==> src/rtl/uart_rx_byte.sv <==
// ----------------------------------------------------------------------------
// uart_rx_byte
//
// Serial UART receiver for 8N1 frames, LSB first. The asynchronous rx line is
// passed through a two-flop synchroniser. Each bit is sampled at the middle of
// its bit period. A correctly framed byte is presented on dato together with
// a single-cycle rx_flat strobe. A frame whose stop bit is sampled low raises
// a single-cycle frame_err strobe instead, and dato is left unchanged.
//
// Parameters:
//   CLKS_PER_BIT  clk cycles per bit period (legal range 8..65535)
//   CNT_W         width of the bit-period counter (2**CNT_W > CLKS_PER_BIT)
//
// Ports:
//   clk        system clock, rising edge
//   rst        asynchronous, active-high reset
//   rx         raw serial line, idle high, asynchronous to clk
//   dato       last correctly received byte (held between strobes)
//   rx_flat    one-cycle strobe: new valid byte on dato
//   frame_err  one-cycle strobe: stop bit sampled low
//   busy       high whenever the receiver is not idle
// ----------------------------------------------------------------------------
module uart_rx_byte #(
    parameter int CLKS_PER_BIT = 434,
    parameter int CNT_W        = 16
) (
    input  logic       clk,
    input  logic       rst,
    input  logic       rx,
    output logic [7:0] dato,
    output logic       rx_flat,
    output logic       frame_err,
    output logic       busy
);

    // The start bit is checked half a bit period after the falling edge.
    // Every later sample is a full period after the previous one, so all
    // samples land near the middle of their bits.
    localparam logic [CNT_W-1:0] HALF_M1 = CNT_W'(CLKS_PER_BIT / 2 - 1);
    localparam logic [CNT_W-1:0] FULL_M1 = CNT_W'(CLKS_PER_BIT - 1);

    typedef enum logic [2:0] {
        ST_IDLE  = 3'd0,
        ST_START = 3'd1,
        ST_DATA  = 3'd2,
        ST_STOP  = 3'd3,
        ST_BREAK = 3'd4
    } state_t;

    state_t           state_reg, state_next;
    logic [CNT_W-1:0] cnt_reg, cnt_next;
    logic [2:0]       bit_idx_reg, bit_idx_next;
    logic [7:0]       shift_reg, shift_next;
    logic [7:0]       dato_reg, dato_next;
    logic             rx_flat_reg, rx_flat_next;
    logic             frame_err_reg, frame_err_next;

    // Two-flop synchroniser. Both flops reset to 1 so that reset does not
    // look like a start edge while the line is idle.
    logic sync1_reg;
    logic rxs_reg;

    always_ff @(posedge clk or posedge rst) begin
        if (rst) begin
            sync1_reg <= 1'b1;
            rxs_reg   <= 1'b1;
        end else begin
            sync1_reg <= rx;
            rxs_reg   <= sync1_reg;
        end
    end

    // State register
    always_ff @(posedge clk or posedge rst) begin
        if (rst) begin
            state_reg     <= ST_IDLE;
            cnt_reg       <= '0;
            bit_idx_reg   <= '0;
            shift_reg     <= '0;
            dato_reg      <= '0;
            rx_flat_reg   <= 1'b0;
            frame_err_reg <= 1'b0;
        end else begin
            state_reg     <= state_next;
            cnt_reg       <= cnt_next;
            bit_idx_reg   <= bit_idx_next;
            shift_reg     <= shift_next;
            dato_reg      <= dato_next;
            rx_flat_reg   <= rx_flat_next;
            frame_err_reg <= frame_err_next;
        end
    end

    // Next-state logic. Both strobes default low, so each lasts one cycle.
    always_comb begin
        state_next     = state_reg;
        cnt_next       = cnt_reg;
        bit_idx_next   = bit_idx_reg;
        shift_next     = shift_reg;
        dato_next      = dato_reg;
        rx_flat_next   = 1'b0;
        frame_err_next = 1'b0;

        case (state_reg)
            ST_IDLE: begin
                cnt_next = '0;
                if (!rxs_reg) begin
                    state_next = ST_START;
                end
            end

            ST_START: begin
                if (cnt_reg == HALF_M1) begin
                    cnt_next = '0;
                    if (!rxs_reg) begin
                        state_next   = ST_DATA;
                        bit_idx_next = '0;
                    end else begin
                        // The line went high again before mid start bit.
                        // Treat this as a glitch and do not flag it.
                        state_next = ST_IDLE;
                    end
                end else begin
                    cnt_next = cnt_reg + CNT_W'(1);
                end
            end

            ST_DATA: begin
                if (cnt_reg == FULL_M1) begin
                    cnt_next     = '0;
                    shift_next   = {rxs_reg, shift_reg[7:1]};
                    bit_idx_next = bit_idx_reg + 3'd1;
                    if (bit_idx_reg == 3'd7) begin
                        state_next = ST_STOP;
                    end
                end else begin
                    cnt_next = cnt_reg + CNT_W'(1);
                end
            end

            ST_STOP: begin
                // The receiver goes back to idle in the middle of the stop
                // bit. A start edge at the end of the stop bit is then
                // caught without losing any cycles.
                if (cnt_reg == FULL_M1) begin
                    cnt_next = '0;
                    if (rxs_reg) begin
                        dato_next    = shift_reg;
                        rx_flat_next = 1'b1;
                        state_next   = ST_IDLE;
                    end else begin
                        frame_err_next = 1'b1;
                        state_next     = ST_BREAK;
                    end
                end else begin
                    cnt_next = cnt_reg + CNT_W'(1);
                end
            end

            ST_BREAK: begin
                // Wait here while the line is held low. A break condition
                // therefore reports a single frame_err and nothing more.
                cnt_next = '0;
                if (rxs_reg) begin
                    state_next = ST_IDLE;
                end
            end

            default: begin
                state_next = ST_IDLE;
                cnt_next   = '0;
            end
        endcase
    end

    assign dato      = dato_reg;
    assign rx_flat   = rx_flat_reg;
    assign frame_err = frame_err_reg;
    assign busy      = (state_reg != ST_IDLE);

endmodule

==> config.mk <==
export PLATFORM = sky130hd
export DESIGN_NAME = uart_rx_byte
export DESIGN_NICKNAME = d
export VERILOG_FILES = /design/src/rtl/uart_rx_byte.sv
export SDC_FILE = /design/constraint.sdc
export NUM_CORES = 1
export LEC_CHECK = 0
export CAP_MARGIN = 20
export CORE_ASPECT_RATIO = 0.8
export CORE_MARGIN = 2
export CORE_UTILIZATION = 62
export DETAILED_ROUTE_END_ITERATION = 8
export DONT_BUFFER_PORTS = 1
export GPL_TIMING_DRIVEN = 0
export PLACE_DENSITY = 0.85
export SYNTH_ARGS = -nofsm -noshare
export SYNTH_HDL_FRONTEND = slang
export SYNTH_SLANG_ARGS = --single-unit
==> constraint.sdc <==
create_clock -name clk -period 2.6 [get_ports clk]
set_input_delay 0.52 -clock clk [delete_from_list [all_inputs] [get_ports clk]]
set_output_delay 0.52 -clock clk [all_outputs]
set_load 0.02 [all_outputs]
# After elaboration in Yosys (flattened, before gate mapping)
# Index checks and enable logic that the tools add are counted.
[word_totals]
elab_cells = 55
in_bits = 3
ff_bits = 42
out_inout_bits = 11
[classes]
add_sub_neg = 2
n_eq_ne = 14
mux = 22
n_reduce_logical = 8
[ops]
columns = ["operator", "count"]
rows = [
  ["$mux 16", 2],
  ["$pmux 16 s2", 1],
  ["$mux 3", 10],
  ["$add 16x1->16 const B", 1],
  ["$eq 16x8->1 const B", 1],
  ["$eq 16x9->1 const B", 1],
  ["$pmux 3 s5", 1],
  ["$ne 2x2->1 const B", 7],
  ["$eq 3x2->1 const B", 2],
  ["$eq 3x3->1 const B", 2],
  ["$mux 1", 6],
  ["$pmux 3 s2", 1],
  ["$reduce_and 6->1", 1],
  ["$reduce_and 4->1", 1],
  ["$add 3x1->3 const B", 1],
  ["$eq 3x1->1 const B", 1],
  ["$logic_not 3->1", 1],
  ["$reduce_and 3->1", 1],
  ["$reduce_bool 3->1", 1],
  ["$mux 2", 1],
  ["$reduce_and 2->1", 1],
  ["$reduce_bool 2->1", 1],
  ["$reduce_or 2->1", 1],
]

# Depth between registers and ports, before layout
[depth]
ltp_word = 4
ltp_mapped = 8
mapped_depth_nobuf = 6

# Worst setup path after synthesis
# No wires, ideal clock.
[synth_timing]
kind = "reg2reg"
from = "reg cnt_reg[12]"
to = "reg dato_reg[0] (netlist: dato[0])"
period_less_slack_ps = 1911
required_time_ps = 2473
path_buffers = 2
path_slack_ps = 689
arrival_ps = 1784
path_stages_with_launch = 7
setup_ps = 127
path_cell_list = "dfrtp_1 -> nor4_2 -> and4_1 -> buf_6 -> and3_1 -> buf_4 -> mux2_1"
[synth_between]
elab_chain_len = 2
[synth_lines]
columns = ["item", "line_no", "rtl"]
rows = [
  ["start: declaration", "51", "logic [CNT_W-1:0] cnt_reg, cnt_next;"],
  ["start signal: assignment", "85", "cnt_reg <= cnt_next;"],
  ["$eq 16x9->1", "145", "if (cnt_reg == FULL_M1) begin"],
  ["$reduce_and 3->1 (no source line)", "--", ""],
  ["end signal: assignment", "88", "dato_reg <= dato_next;"],
  ["end: declaration", "54", "logic [7:0] dato_reg, dato_next;"],
]
# Every way passes these cells.
# A chain may end at the register's enable or synchronous reset.

# Final worst setup path
# Ends and elaborated chain as after synthesis.

==> reports/metrics.yaml <==
final_layout:
  antennaDiodeCount: 0
  layout_commonest_cell: "dfrtp_1"
  area_growth_syn_to_layout_pct: 7.047
  drive_gt1_share_pct: 16.40
  largest_reg_flops: 16
  multiInputGateArea_sq_um: 930.9
  fill_cells: 225
  num-nets-final: 196
  final_cell_mix: "dfrtp_1 (40), nor2_1 (18), inv_1 (9), mux2_1 (9)"
  regArea_sq_um: 1054
placed_design:
  numPortBuffers: 0
  place_congestion: 0.8471
  hpwl_um: 2759
timing:
  slew_headroom_pct: 43.69
  finalWorstPathRequiredPeriod_ns: 2.172
  rsz0062_at_grt: "no"
  max_freq_mhz: 460.4
  finalHoldViolations: 0
  setup_tns_ns: 0
  setup_viol_count_final: 0
  period_share_pct: 83.55
  skew_ns: 0.003074
  whs_ns: 0.2065
  tightestPinTransition_ns: 0.8434
  final_max_slew_viol_count: 0
floorplanning:
  pin_count: 14
  floorplan.die_area_sq_um: 3802
  rows: 18
  die_x_um: 68.44
  die_h_um: 55.55
  core_area_sq_um: 3131
  start_util_pct: 65.79
global_routing:
  grt_pass1_vias: 1406
  grt_pass1_wl_um: 6837
  grtUsageTotal_pct: 24.34
  antenna_found_initial: 0
  overflow: 0
  grt_max_degree: 43
worst_setup_path:
  critPathKind: "reg2reg"
  worst_path_max_delay_cell: "nor4_2"
  cp_max_fo: 8
  worstPathArrival_ns: 2.36
  worstSetupStartpointType: "flip-flop"
  path_cells: "nor4_2 -> and4_1 -> buf_6 -> and3_1 -> buf_4 -> mux2_1"
  cpPeakStageDelay_ns: 0.52
  setup.worst_path.end_class: "flip-flop"
  crit_required_ns: 2.79
route:
  drc: 0
  routed_wl_um: 3840
  dr.pass1.iters: 4
  vias_per_cell: 6.153
  drt_iter0_drc: 111
  wl_per_cell_um: 16.77
  ant_nets: 0
  vias: 1409
yosys:
  synth_edf_count: 0
  syn_area_sq_um: 2059
  ys_ff_latch: 42
  synth_cells: 181
  seq_area_frac_synth_pct: 51.15
  synthArstFlopShare_pct: 100.0
  ys_warn_count: 0
  synth_ff_type: "dfrtp_1"
  avgSynthCellArea_sq_um: 11.38
  ys_types: 46
  syn_nets: 189
clock_tree:
  clock_path_buffers: 2
  root_buffer: "clkbuf_8"
  cts_resized: 0
  postCtsSetupBuffers: 0
  htreeDepth: 2
  clkLatencyLatePin_ns: 0.30
  cts_tree: "built"
  path_clk_slew_ns: 0.08
  ctsHoldBuffers: 0
  clock_sinks: 42
  cts_buffers: 5
pwr:
  ir_drop_mv: 0.3942
  powerDensity_nw_per_um2: 505.8
  p_leak_nw: 0.9906
run_status:
  run_status: "finished clean"
hold_path:
  min_path_type: "in2reg"
run:
  drv_cap: 0
## per-layer routing
metal | GRT usage [%] | wire length [um]
met1 | 35.12 | 1744
met2 | 34.34 | 1845
met3 | 5.906 | 169
met4 | 11.43 | 80
met5 | 0 | 0
## metrics by stage
| step | setup slack, ns | total power (W) | area, sq um | util, % | cells |
|---|---|---|---|---|---|
| after floorplan | 0.6888 | 0.0006815 | 2059 | - | 181 |
| after global placement | 0.5436 | 0.0006850 | 2110 | 67.39 | 221 |
| after detailed placement | 0.4510 | 0.0006862 | 2110 | 67.39 | 221 |
| after CTS | 0.4387 | 0.001122 | 2205 | 70.42 | 229 |
| after global routing | 0.3126 | 0.001157 | 2205 | 70.42 | 229 |
| final | 0.4278 | 0.001115 | 2205 | 70.42 | 229 |
## power breakdown
part           total [W]  internal [W]  switching (W)  leakage [nW]
logic          0.0000149    0.00000136      0.0000136         0.378
registers       0.000657      0.000655     0.00000184         0.565
clock network   0.000443      0.000213       0.000230        0.0472
total            0.00112      0.000870       0.000245         0.991
## kinds of logic after synthesis
family,count (synthesis),synth area share (%)
flops,42,51.15
fa+ha+maj,5,3.038
mux,17,9.296
simple gates,68,20.53
buf+inv,16,3.645
xor+xnor,10,4.253
compound gates,23,8.081
## synthesized netlist by cell type, types with 2 or more instances
cell / count / area (sq um)
a21oi_1: 7 / 35.03
a311oi_1: 2 / 17.52
a41oi_1: 2 / 17.52
and3_1: 2 / 12.51
buf_4: 2 / 15.01
clkbuf_1: 3 / 11.26
dfrtp_1: 40 / 1001
dfstp_2: 2 / 52.55
ha_1: 5 / 62.56
inv_1: 10 / 37.54
mux2_1: 9 / 101.4
mux2_2: 8 / 90.09
nand2_1: 8 / 30.03
nand2b_1: 2 / 12.51
nand4_1: 4 / 25.02
nor2_1: 18 / 67.56
nor2b_1: 2 / 12.51
nor3_1: 6 / 30.03
nor3b_1: 3 / 22.52
nor4_1: 3 / 18.77
o21ai_0: 6 / 30.03
or3_1: 5 / 31.28
xnor2_1: 8 / 70.07
xor2_1: 2 / 17.52
## worst paths after layout
check / from / endpoint / slack (ns) / cells after the start
max in group asynchronous: rst / cnt_reg[0]$_DFF_PP0_ / 1.81 / 1
max: cnt_reg[12]$_DFF_PP0_ / dato[0]$_DFFE_PP0P_ / 0.43 / 6
min in group asynchronous: rst / cnt_reg[4]$_DFF_PP0_ / 0.26 / 1
min reg2reg: sync1_reg$_DFF_PP1_ / rxs_reg$_DFF_PP1_ / 0.36 / 0
max reg2reg: cnt_reg[12]$_DFF_PP0_ / dato[0]$_DFFE_PP0P_ / 0.43 / 6
min: rx / sync1_reg$_DFF_PP1_ / 0.21 / 0
## critical path, delay by kind of cell (launching register included)
family                 cells  cell delay (ns)
buffers and inverters      2             0.31
flip-flops                 1             0.44
multiplexers               1             0.34
AND/OR/NAND/NOR            3             0.97
## cell type report
class                      instances  share of cell area, %
sequential                        42                  47.79
multi-input combinational        123                  42.22
clock buffer                       6                  3.746
tap                               40                  2.270
buffer                             6                  1.703
inverter                          10                  1.703
clock inverter                     2                 0.5675
No activity file was read; power rests on OpenSTA's default activity.
